## src/rtl/seq_tree_multiplier.sv

```systemverilog
// seq_tree_multiplier
//   Iterative WIDTH x WIDTH integer multiplier. Each CALC cycle retires BPC
//   multiplier bits. The BPC partial-product rows and the running accumulator
//   are reduced to a sum/carry pair by a chain of full-adder (3:2) layers.
//   A single carry-propagate add then produces the next accumulator value.
//   Operands arrive on a valid/ready handshake, and so does the product.
//   in_signed selects unsigned or two's-complement operation for each
//   transaction.
//
// Parameters
//   WIDTH     operand width (>= 2)
//   BPC       multiplier bits retired per cycle (divides WIDTH)
//
// Ports
//   clk       clock, all state on rising edge
//   rst_n     asynchronous active-low reset
//   in_valid  operand transfer request
//   in_ready  block can accept operands (combinational from out_ready in DONE)
//   in_x      multiplicand
//   in_y      multiplier
//   in_signed 1 = two's complement operands, 0 = unsigned
//   out_valid product available
//   out_ready consumer accepts product
//   out_p     2*WIDTH-bit product
//   busy      high while calculating

module fa_cell (
  input  logic a,
  input  logic b,
  input  logic cin,
  output logic sum,
  output logic cout
);
  assign sum  = a ^ b ^ cin;
  assign cout = (a & b) | (a & cin) | (b & cin);
endmodule

module seq_tree_multiplier #(
  parameter int WIDTH = 8,
  parameter int BPC   = 2
) (
  input  logic               clk,
  input  logic               rst_n,
  input  logic               in_valid,
  output logic               in_ready,
  input  logic [WIDTH-1:0]   in_x,
  input  logic [WIDTH-1:0]   in_y,
  input  logic               in_signed,
  output logic               out_valid,
  input  logic               out_ready,
  output logic [2*WIDTH-1:0] out_p,
  output logic               busy
);

  localparam int PW = 2 * WIDTH;
  localparam int N  = WIDTH / BPC;
  localparam int CW = (N > 1) ? $clog2(N) : 1;
  localparam logic [CW-1:0] LAST = CW'(N - 1);

  typedef enum logic [1:0] {IDLE, CALC, DONE} state_t;

  state_t          state_reg;
  logic [PW-1:0]   acc_reg;
  logic [PW-1:0]   x_sh_reg;    // extended multiplicand, pre-shifted to the current row group
  logic [WIDTH-1:0] y_sh_reg;   // multiplier, low BPC bits are the current row group
  logic            signed_reg;
  logic [CW-1:0]   cnt_reg;
  logic [PW-1:0]   out_p_reg;

  logic            last_iter;
  logic            neg_cycle;
  logic            inject;
  logic [PW-1:0]   acc_next;

  logic [BPC-1:0][PW-1:0] pp;
  logic [BPC-1:0][PW-1:0] sum_l;
  logic [BPC-1:0][PW-1:0] car_l;

  assign last_iter = (cnt_reg == LAST);
  // The multiplier MSB has negative weight in signed mode. It is always the
  // top row of the final group.
  assign neg_cycle = signed_reg && last_iter;
  // Negating a row means inverting it and adding 1. The +1 enters at the final add.
  assign inject    = neg_cycle && y_sh_reg[BPC-1];

  genvar gi, gb;
  generate
    for (gi = 0; gi < BPC; gi++) begin : g_pp
      logic [PW-1:0] sh_w;
      assign sh_w = x_sh_reg << gi;
      if (gi == BPC - 1) begin : g_top
        assign pp[gi] = !y_sh_reg[gi] ? '0 : (neg_cycle ? ~sh_w : sh_w);
      end else begin : g_pos
        assign pp[gi] = y_sh_reg[gi] ? sh_w : '0;
      end
    end

    // Linear 3:2 chain. Layer 0 is the accumulator plus row 0. Each further
    // layer folds in one more row. Carries out of the MSB are dropped because
    // the arithmetic is modulo 2^PW.
    assign sum_l[0] = acc_reg;
    assign car_l[0] = pp[0];
    for (gi = 1; gi < BPC; gi++) begin : g_csa
      logic [PW-2:0] co_w;
      for (gb = 0; gb < PW - 1; gb++) begin : g_bit
        fa_cell u_fa (
          .a   (sum_l[gi-1][gb]),
          .b   (car_l[gi-1][gb]),
          .cin (pp[gi][gb]),
          .sum (sum_l[gi][gb]),
          .cout(co_w[gb])
        );
      end
      assign sum_l[gi][PW-1] = sum_l[gi-1][PW-1] ^ car_l[gi-1][PW-1] ^ pp[gi][PW-1];
      assign car_l[gi] = {co_w, 1'b0};
    end
  endgenerate

  assign acc_next = sum_l[BPC-1] + car_l[BPC-1] + {{(PW-1){1'b0}}, inject};

  always_ff @(posedge clk or negedge rst_n) begin
    if (!rst_n) begin
      state_reg  <= IDLE;
      acc_reg    <= '0;
      x_sh_reg   <= '0;
      y_sh_reg   <= '0;
      signed_reg <= 1'b0;
      cnt_reg    <= '0;
      out_p_reg  <= '0;
    end else begin
      case (state_reg)
        IDLE: begin
          if (in_valid) begin
            state_reg  <= CALC;
            acc_reg    <= '0;
            cnt_reg    <= '0;
            x_sh_reg   <= {{WIDTH{in_signed & in_x[WIDTH-1]}}, in_x};
            y_sh_reg   <= in_y;
            signed_reg <= in_signed;
          end
        end
        CALC: begin
          acc_reg  <= acc_next;
          x_sh_reg <= x_sh_reg << BPC;
          y_sh_reg <= y_sh_reg >> BPC;
          cnt_reg  <= cnt_reg + CW'(1);
          if (last_iter) begin
            out_p_reg <= acc_next;
            state_reg <= DONE;
          end
        end
        DONE: begin
          if (out_ready) begin
            if (in_valid) begin
              // Back-to-back: accept the next operands in the same edge as the output transfer
              state_reg  <= CALC;
              acc_reg    <= '0;
              cnt_reg    <= '0;
              x_sh_reg   <= {{WIDTH{in_signed & in_x[WIDTH-1]}}, in_x};
              y_sh_reg   <= in_y;
              signed_reg <= in_signed;
            end else begin
              state_reg <= IDLE;
            end
          end
        end
        default: state_reg <= IDLE;
      endcase
    end
  end

  always_comb begin
    in_ready = 1'b0;
    case (state_reg)
      IDLE:    in_ready = 1'b1;
      DONE:    in_ready = out_ready;
      default: in_ready = 1'b0;
    endcase
  end

  assign out_valid = (state_reg == DONE);
  assign busy      = (state_reg == CALC);
  assign out_p     = out_p_reg;

endmodule

```

## config.mk

```make
export PLATFORM = sky130hd
export DESIGN_NAME = seq_tree_multiplier
export DESIGN_NICKNAME = d
export VERILOG_FILES = /design/src/rtl/seq_tree_multiplier.sv
export SDC_FILE = /design/constraint.sdc
export NUM_CORES = 1
export LEC_CHECK = 0
export ABC_AREA = 1
export BUFFER_PORTS_ARGS = -buffer_cell sky130_fd_sc_hd__buf_4
export CORE_UTILIZATION = 59
export DETAILED_ROUTE_END_ITERATION = 16
export PLACE_DENSITY = 0.83
export SETUP_SLACK_MARGIN = 0.2
export SLEW_MARGIN = 30
export SYNTH_ARGS = -nofsm -noshare
export SYNTH_HDL_FRONTEND = slang
export SYNTH_SLANG_ARGS = --single-unit
```

## constraint.sdc

```tcl
create_clock -name clk -period 4.1 [get_ports clk]
set_input_delay 0.615 -clock clk [delete_from_list [all_inputs] [get_ports clk]]
set_output_delay 0.615 -clock clk [all_outputs]
set_load 0.01 [all_outputs]
```

==> flow_metrics.py <==
metrics = {
    "placement": {
        "dp.final_hpwl_mm": 6.25,
        "portBuffers": 39,
        "gp_congestion": 0.923,
        "placed_area_um2": 4200,
    },
    "hold_path": {
        "worstHoldPathType": "primary input to asynchronous set/reset pin",
    },
    "setup_path": {
        "rr_startpoint": "cnt_reg[0]$_DFFE_PN0P_",
        "required_ps": 4300,
        "end_kind": "flip-flop",
        "critPathMaxFanout": 16,
        "critPathLaunchType": "flip-flop",
        "r2r_end": "acc_reg[6]$_DFFE_PN0P_",
        "setup.worst_path.class": "flip-flop to flip-flop",
        "reg2reg_depth": 14,
        "worstPathArrival_ps": 3450,
        "reg2reg_setup_slack_ps": 850,
    },
    "layout": {
        "regArea_um2": 1530,
        "fillers": 517,
        "final_area_um2": 4440,
        "fin_util_pct": 70.0,
        "multi_input_area_um2": 1990,
        "nets": 584,
        "n_antenna_cell": 0,
        "syn_to_final_growth_pct": 14.9,
        "drive_above_1_share_pct": 14.5,
    },
    "cts": {
        "cts-resized-gates": 0,
        "clk_pin_slew_ps": 70,
        "cts_tree": "built",
        "cts_setup_buffers": 0,
        "cts_buffers": 9,
        "cts_buffer_depth": 2,
        "htreeDepth": 3,
        "hold_buffers": 0,
        "cts-root-buf": "clkbuf_8",
        "clk_latency_ps": 350,
        "cts.sinks": 61,
    },
    "synth": {
        "synth_area_leaders": "dfrtp_1, nand2_1, fa_1",
        "ys_seq_area_share_pct": 39.5,
        "synthFlopType": "dfrtp_1",
        "async_flop_share_pct": 100,
        "synth_top_area_share_pct": 39.5,
        "avgSynthCellArea_um2": 7.82,
        "synth-edff-count": 0,
        "synthesis.area_um2": 3870,
        "synth_most_common_cell": "nand2_1",
        "synth_cell_types": 34,
        "synthTopCellsByCount": "nand2_1, inv_1, dfrtp_1, nand3_1, nor2_1",
        "syn_inst": 495,
        "synth_top_area_cell": "dfrtp_1",
        "synth_seq_cells": 61,
        "synthesis.nets": 547,
        "yosys_warnings": 0,
    },
    "floorplan": {
        "ios": 40,
        "initial_utilization_pct": 60.9,
        "die_x_um": 83.0,
        "core_area_um2": 6350,
        "fp-row-count": 29,
        "die_h_um": 83.0,
        "die_area_um2": 6880,
    },
    "route": {
        "ant_nets": 0,
        "routedWlPerCell_um": 14.2,
        "vias_per_cell": 5.39,
        "drt_iter0_drc": 245,
        "drc": 0,
        "drt-pass1-iter-count": 5,
        "drt-total-wl_mm": 8.72,
        "vias": 3309,
    },
    "sta": {
        "timing.final.crit_share_pct": 79.3,
        "hold_viol": 0,
        "fmaxAchievable_mhz": 308,
        "fin_skew_ps": 6.43,
        "slew_viol_final": 0,
        "max_slew_margin_pct": 49.4,
        "max_slew.worst_pin.slew_ps": 759,
        "period_needed_ps": 3250,
        "final-setup-viol-count": 0,
        "rsz0062_at_grt": "no",
        "final.setup.tns_ps": 0,
    },
    "global_route": {
        "antenna_found_initial": 0,
        "overflow": 0,
        "grt_max_degree": 62,
        "grt_pass1_vias": 3217,
        "grt_pass1_wl_mm": 15.1,
        "grt_use_total_pct": 27.9,
    },
    "outcome": {
        "status": "complete, no violations",
    },
    "flow_run": {
        "maxCapViolCount": 0,
    },
}
worst max path at each step:
stage	from	to	cells past startpoint
after floorplan	cnt_reg[0]$_DFFE_PN0P_	acc_reg[15]$_DFFE_PN0P_	14
after global placement	cnt_reg[0]$_DFFE_PN0P_	acc_reg[11]$_DFFE_PN0P_	15
after detailed placement	cnt_reg[0]$_DFFE_PN0P_	acc_reg[6]$_DFFE_PN0P_	14
after CTS	cnt_reg[0]$_DFFE_PN0P_	out_p[10]$_DFFE_PN0P_	16
after global routing	cnt_reg[0]$_DFFE_PN0P_	acc_reg[11]$_DFFE_PN0P_	19
final	cnt_reg[0]$_DFFE_PN0P_	acc_reg[6]$_DFFE_PN0P_	14
cell type report:
class	instances	share of cell area [%]
inverter	76	6.42
multi-input combinational	343	44.7
timing repair buffer	41	6.93
sequential	61	34.3
clock buffer	12	3.27
clock inverter	4	2.14
tap	77	2.17
logic make-up after synthesis:
family | count (synthesis) | share of synthesized area, %
AND/OR/NAND/NOR | 223 | 24.3
buffers and inverters | 91 | 9.15
AO/OA/AOI/OAI | 80 | 12.1
flip-flops | 61 | 39.5
adder cells (fa/ha/maj) | 31 | 12.9
XOR/XNOR | 9 | 2.04
worst max-delay path, stage by stage, from the launching register on:
cell and delay [ps]:
dfrtp_1 390, ha_1 240, nand2_2 250, inv_2 180, or2_2 310, nand3_1 100, fa_1 430, inv_1 70
ha_1 260, a21oi_1 180, nand2_1 130, nand3_1 100, nand2_1 110, xnor2_1 230, o22ai_1 110
routing by layer:
| metal | GRT usage [%] | vias to the layer above | routed length (um) |
|---|---|---|---|
| li1 | - | 1652 | - |
| met1 | 39.3 | 1529 | 4000 |
| met2 | 43.1 | 110 | 4080 |
| met3 | 5.57 | 18 | 494 |
| met4 | 10.3 | 0 | 146 |
| met5 | 0 | - | 0 |
per-stage QoR:
step,hold WS [ps],setup slack (ps),instances
4_1_cts,364,882,614
2_1_floorplan,319,1260,495
6_report,337,849,614
5_1_grt,405,620,614
3_5_place_dp,468,897,598
3_3_place_gp,460,1060,598
cell usage in the layout (no fill, tap or decap), types with 3 or more instances in the layout:
cell       count
nor2_1        29
xnor2_1        5
xor2_1         4
inv_1         65
fa_1          15
a21oi_1       22
a22o_1         3
buf_4         41
dfrtp_1       61
o21ai_1       14
nand2_1      143
o21ai_0       13
clkbuf_8      10
o211ai_1       5
bufinv_16      3
or2_2          4
o22ai_1       14
nand2_2        4
inv_2         10
o221ai_1       3
ha_1          16
nand3_1       33
Power is not shown: default switching activity piles up to over one toggle a cycle in this logic, so the estimate is an artifact.
